===== config.mk =====
export PLATFORM = sky130hd
export DESIGN_NAME = alu_arbiter
export DESIGN_NICKNAME = d
export VERILOG_FILES = /design/src/rtl/alu_arbiter_pkg.sv /design/src/rtl/alu_arbiter_rr_arb2.sv /design/src/rtl/alu_arbiter.sv
export SDC_FILE = /design/constraint.sdc
export NUM_CORES = 1
export LEC_CHECK = 0
export ABC_CLOCK_PERIOD_IN_PS = 1310
export CORE_MARGIN = 2
export CORE_UTILIZATION = 34
export CTS_CLUSTER_DIAMETER = 50
export DETAILED_ROUTE_END_ITERATION = 10
export PLACE_DENSITY = 0.82
export SYNTH_ARGS = -nofsm -noshare
export SYNTH_HDL_FRONTEND = slang
export SYNTH_SLANG_ARGS = --single-unit
export TNS_END_PERCENT = 30

===== constraint.sdc =====
create_clock -name clk -period 1.31 [get_ports clk]
set_input_delay 0.3275 -clock clk [delete_from_list [all_inputs] [get_ports clk]]
set_output_delay 0.3275 -clock clk [all_outputs]
set_load 0.01 [all_outputs]

===== src/rtl/alu_arbiter_pkg.sv =====
// Shared types and widths for the two-requester ALU arbiter.
// FSM encoding plus operand/opcode/counter widths.
package alu_arbiter_pkg;

    localparam int NREQ = 2;
    localparam int DW   = 8;
    localparam int SW   = 4;
    localparam int CW   = 16;

    typedef enum logic [1:0] {
        IDLE = 2'd0,
        EXEC = 2'd1,
        RESP = 2'd2
    } state_t;

endpackage


===== src/rtl/alu_arbiter_rr_arb2.sv =====
// Two-input round-robin grant; the pointer names the winner of a tie
// and moves to the losing side whenever a grant is taken.
module rr_arb2
    import alu_arbiter_pkg::*;
(
    input  logic       clk,
    input  logic       rst_n,
    input  logic [1:0] valid,
    input  logic       take,
    output logic [1:0] grant
);

    logic ptr;

    always_comb begin
        grant = 2'b00;
        unique case (valid)
            2'b01:   grant = 2'b01;
            2'b10:   grant = 2'b10;
            2'b11:   grant = ptr ? 2'b10 : 2'b01;
            default: grant = 2'b00;
        endcase
    end

    always_ff @(posedge clk or negedge rst_n) begin
        if (!rst_n) begin
            ptr <= 1'b0;
        end else if (take) begin
            ptr <= grant[0];
        end
    end

endmodule


===== src/rtl/alu_arbiter.sv =====
// Arbitrates two requesters onto one external combinational ALU and
// returns the captured result with the owner's index.
module alu_arbiter
    import alu_arbiter_pkg::*;
#(
    parameter int ALU_LAT = 1
) (
    input  logic                     clk,
    input  logic                     rst_n,
    input  logic [NREQ-1:0]          req_valid,
    output logic [NREQ-1:0]          req_ready,
    input  logic [NREQ-1:0][DW-1:0]  req_a,
    input  logic [NREQ-1:0][DW-1:0]  req_b,
    input  logic [NREQ-1:0][SW-1:0]  req_sel,
    output logic [DW-1:0]            alu_a,
    output logic [DW-1:0]            alu_b,
    output logic [SW-1:0]            alu_sel,
    input  logic [DW-1:0]            alu_out,
    input  logic                     alu_carryout,
    output logic                     rsp_valid,
    input  logic                     rsp_ready,
    output logic [DW-1:0]            rsp_data,
    output logic                     rsp_carry,
    output logic                     rsp_id,
    output logic                     busy,
    output logic [CW-1:0]            op_count
);

    localparam logic [1:0] LASTW = 2'(ALU_LAT - 1);

    state_t     state;
    logic [1:0] grant;
    logic [1:0] wcnt;
    logic       owner;
    logic       hs;

    assign req_ready = (state == IDLE) ? grant : 2'b00;
    assign hs        = |(req_valid & req_ready);
    assign busy      = (state != IDLE);
    assign rsp_valid = (state == RESP);

    rr_arb2 u_arb (
        .clk   (clk),
        .rst_n (rst_n),
        .valid (req_valid),
        .take  (hs),
        .grant (grant)
    );

    always_ff @(posedge clk or negedge rst_n) begin
        if (!rst_n) begin
            state     <= IDLE;
            alu_a     <= '0;
            alu_b     <= '0;
            alu_sel   <= '0;
            owner     <= 1'b0;
            wcnt      <= '0;
            rsp_data  <= '0;
            rsp_carry <= 1'b0;
            rsp_id    <= 1'b0;
            op_count  <= '0;
        end else begin
            unique case (state)
                IDLE: begin
                    if (hs) begin
                        owner   <= grant[1];
                        alu_a   <= req_a[grant[1]];
                        alu_b   <= req_b[grant[1]];
                        alu_sel <= req_sel[grant[1]];
                        wcnt    <= '0;
                        state   <= EXEC;
                    end
                end
                EXEC: begin
                    // alu_* stay put; result is sampled on the last wait cycle
                    if (wcnt == LASTW) begin
                        rsp_data  <= alu_out;
                        rsp_carry <= alu_carryout;
                        rsp_id    <= owner;
                        wcnt      <= '0;
                        state     <= RESP;
                    end else begin
                        wcnt <= wcnt + 2'd1;
                    end
                end
                RESP: begin
                    if (rsp_ready) begin
                        op_count <= op_count + CW'(1);
                        state    <= IDLE;
                    end
                end
                default: state <= IDLE;
            endcase
        end
    end

endmodule


==> results by group <==
Yosys
  • Mapped Nets: 258
  • Fraction of registers with async set/reset: 100%
  • Area of the mapped netlist: 2170 sq um
  • Post-Synth Simple-Gate Area: 15.8%
  • Post-Syn Instances: 201
  • Most frequent cell after synthesis: dfrtp_1
  • Yosys reg bits: 52
  • Adder-Cell Fraction of Synth Area: 1.73%
  • XOR/XNOR share of the synthesized area: 6.04%
  • Average size of a mapped cell: 10.8 sq um
  • Top post-synthesis cells by area: dfrtp_1 (60%), nor2_1 (7.6%), o22ai_1 (5.8%), mux2_2 (5.2%), xnor2_1 (4.4%)
  • Mux share of post-synthesis cell area: 5.18%
  • Top FF cell, synth: dfrtp_1
  • Number of distinct library cells after synthesis: 28
  • Yosys warnings: 0
  • Seq/Total Area, Yosys: 59.8%
  • Synth top area share: 59.8%
  • Largest family of logic cells by synthesized area: simple AND/OR/NAND/NOR gates
  • Post-synthesis compound-gate area fraction: 8.34%
  • Synth top cells by count: dfrtp_1 (52), nor2_1 (44), o22ai_1 (20)
  • Post-synth EDFFs: 0
  • Synth area leader: dfrtp_1

Global routing
  • Antenna violations before repair: 0
  • Largest net degree at the start of global routing: 53
  • Remaining Overflow, GRT: 0
  • Vias in the first global route: 2,129
  • Global-route wire length before repair: 9740 um
  • Global Route Usage Sum: 16.9%

Setup path
  • Buf+Inv Stages, Crit Path: 3
  • Worst setup SP type: flop
  • R2R cell count: 6
  • CP Max Fanout: 3
  • Worst Setup EP: req_ready[1]
  • Worst EP required: 0.98 ns
  • Crit-path slowest cell: dfrtp_1
  • Crit path capture type: primary output
  • FF-to-FF setup slack: -0.24 ns
  • CP arrival: 1.25 ns
  • Family with the most delay on the worst path: flip-flops
  • CP startpoint: state[1]
  • Worst reg2reg startpoint: state[0]
  • Slowest stage delay, CP: 0.42 ns
  • Critical path, cell by cell: nor2_4 > buf_6 > nand3_2 > inv_1 > buf_2
  • Worst r2r dst: op_count[15]
  • Critical path type: reg -> out
  • Critical Path Stages: 5

Floorplanning
  • Effective utilization at floorplan: 34.6%
  • Std cell rows: 29
  • Core area: 6280 sq um
  • Die W: 84.0 um
  • Ports: 104
  • Die extent in y: 84.0 um
  • Die ar.: 7050 sq um

Pwr
  • Lkg Pwr: 1.82 nW
  • Sw power: 2.60 mW
  • Sw Ratio: 34.8%
  • Part of the power in registers: 34.3%
  • PwrDens: 1930 nW/um^2
  • Logic pwr share: 50.8%
  • P_int: 4.87 mW
  • Pwr Total: 7.47 mW
  • Maximum vdd drop: 1.04 mV
  • Clock Power Share: 14.8%

Finish
  • Fillcell total: 524
  • Area grow syn2layout: 78.4%
  • Final net count: 406
  • Share of layout cells above drive strength 1: 34.3%
  • Finished Cell Area: 3880 sq um
  • N_diodes: 0
  • Non-filler cells, final: 427

Detailed routing
  • 1st-iter DRT viols: 37
  • Post-DRT Antenna Nets: 0
  • Vias: 2,026
  • Vias per cell: 4.74
  • WL/cell: 13.7 um
  • DRC viols: 0
  • TritonRoute pass-1 iters: 4
  • Total wire length: 5860 um
  • Highest metal used: met4
  • Metal2 WL: 3080 um
  • WL met3: 368 um
  • Metal-1 WL: 2360 um

Clock tree
  • CTS Hold Buffers Added: 0
  • CTS tree: built
  • Root Driver: clkbuf_8
  • Max Buffers Root-to-Sink: 2
  • Worst skew pair latency: 0.30 ns
  • Htree depth: 2
  • Clk sink count: 52
  • CTS buffer count: 5
  • Clock-pin slew on the worst setup and hold paths: 0.10 ns

STA
  • RSZ-0062 raised after global routing: true
  • Setup ws final: -0.272 ns
  • Slew HR: 80.5%
  • Clk_skew: 0.00633 ns
  • Final setup viols: 39
  • Min Hold Slack: -0.0100 ns
  • Hold Violations, Final: 10
  • Slew of the pin with the lowest slew margin: 0.292 ns
  • Tcrit/Tclk final: 121%
  • Post-route minimum period: 1.58 ns
  • F_max: 632 MHz
  • Final Max Slew Viols: 0

Run status
  • Status: finished with violations
  • Failing checks: negative hold slack, negative setup slack

Place
  • Placement Cell Area: 3500 sq um
  • Placed cell count: 402
  • RePlAce Congestion: 0.699
  • Hpwl dp: 4030 um
  • IO Port Bufs: 103

Job
  • Max-cap violations: 0

Hold path
  • Hold Path Class: in -> async
kinds of logic (layout without fill, tap and decap cells):
kind of cell,after synthesis,count (layout)
compound gates,29,29
xor+xnor,15,15
fa+ha+maj,3,3
buf+inv,15,164
flops,52,52
mux,10,10
simple gates,77,77
through the flow:
| stage | setup TNS (ns) | setup slack (ns) | utilization [%] | hold slack (ns) |
|---|---|---|---|---|
| after floorplan | -0.0691 | -0.0169 | - | 0.0319 |
| after global placement | -12.60 | -0.562 | 55.7 | 0.344 |
| after detailed placement | -13.61 | -0.585 | 55.7 | 0.345 |
| after CTS | -6.36 | -0.294 | 60.6 | 0.00665 |
| after global routing | -6.74 | -0.360 | 61.8 | 0.0108 |
| final | -3.41 | -0.272 | 61.8 | -0.0100 |
layout by cell type, fill, tap and decap left out, types with 2 or more instances in the layout:
| cell | count |
|---|---|
| ha_1 | 3 |
| nand3_2 | 3 |
| nor2_1 | 40 |
| nand3_1 | 2 |
| xor2_1 | 3 |
| nand2_2 | 4 |
| buf_4 | 31 |
| nand4_1 | 4 |
| buf_2 | 3 |
| o21ai_0 | 2 |
| o22ai_1 | 17 |
| mux2_4 | 7 |
| xnor2_2 | 2 |
| o22ai_2 | 2 |
| buf_6 | 16 |
| inv_2 | 3 |
| mux2_2 | 3 |
| clkbuf_2 | 19 |
| inv_1 | 5 |
| xnor2_1 | 9 |
| and3_1 | 2 |
| clkdlybuf4s50_1 | 51 |
| nor2_4 | 3 |
| clkbuf_8 | 5 |
| o31ai_2 | 2 |
| dfrtp_1 | 51 |
| nand2_1 | 7 |
| clkdlybuf4s15_1 | 26 |
flip-flops by register name, summed over array words and instances, names as in the netlist:
register / cells
owner: 1
wcnt: 2
u_arb.ptr: 1
state: 2
alu_sel: 4
op_count: 16
rsp_carry: 1
alu_b: 8
rsp_data: 8
rsp_id: 1
alu_a: 8
layout make-up:
class,instances,area [sq um],share of cell area [%]
Multi-Input combinational cell,134,1010,26.1
Sequential cell,52,1300,33.6
Clock inverter,3,42.5,1.10
Inverter,8,30.0,0.774
Clock buffer,5,68.8,1.77
Tap cell,77,96.3,2.48
Timing Repair Buffer,148,1330,34.2
per-layer routing:
layer / vias up / GRT usage, %
li1: 975 / -
met1: 973 / 19.7
met2: 72 / 30.7
met3: 6 / 5.24
met4: 0 / 3.52
met5: - / 0
power by group through the flow:
stage	Combinational, mW	Sequential (mW)	Clock (mW)
final	3.80	2.56	1.11
after global routing	4.14	2.66	1.22
after CTS	3.70	2.56	1.15
after detailed placement	3.50	2.60	0
after global placement	3.43	2.55	0
after floorplan	1.34	2.84	0
timing repair:
action                                  CTS  global route
setup buffers                            13             7
endpoints found under the setup margin   74            79
gates cloned                              0             0
gates resized for setup                 133            61
pin swaps                                 4            20
endpoints found under the hold margin     0             0
worst min path at each step:
stage | startpoint | end | cells after the start
after floorplan | rst_n | alu_a[0] | 0
after CTS | rst_n | alu_b[6] | 2
after global routing | rst_n | op_count[13] | 2
after detailed placement | rst_n | rsp_data[5] | 2
after global placement | rst_n | rsp_data[6] | 2
final | rst_n | rsp_data[5] | 2
(Power assumes the default switching activity.)
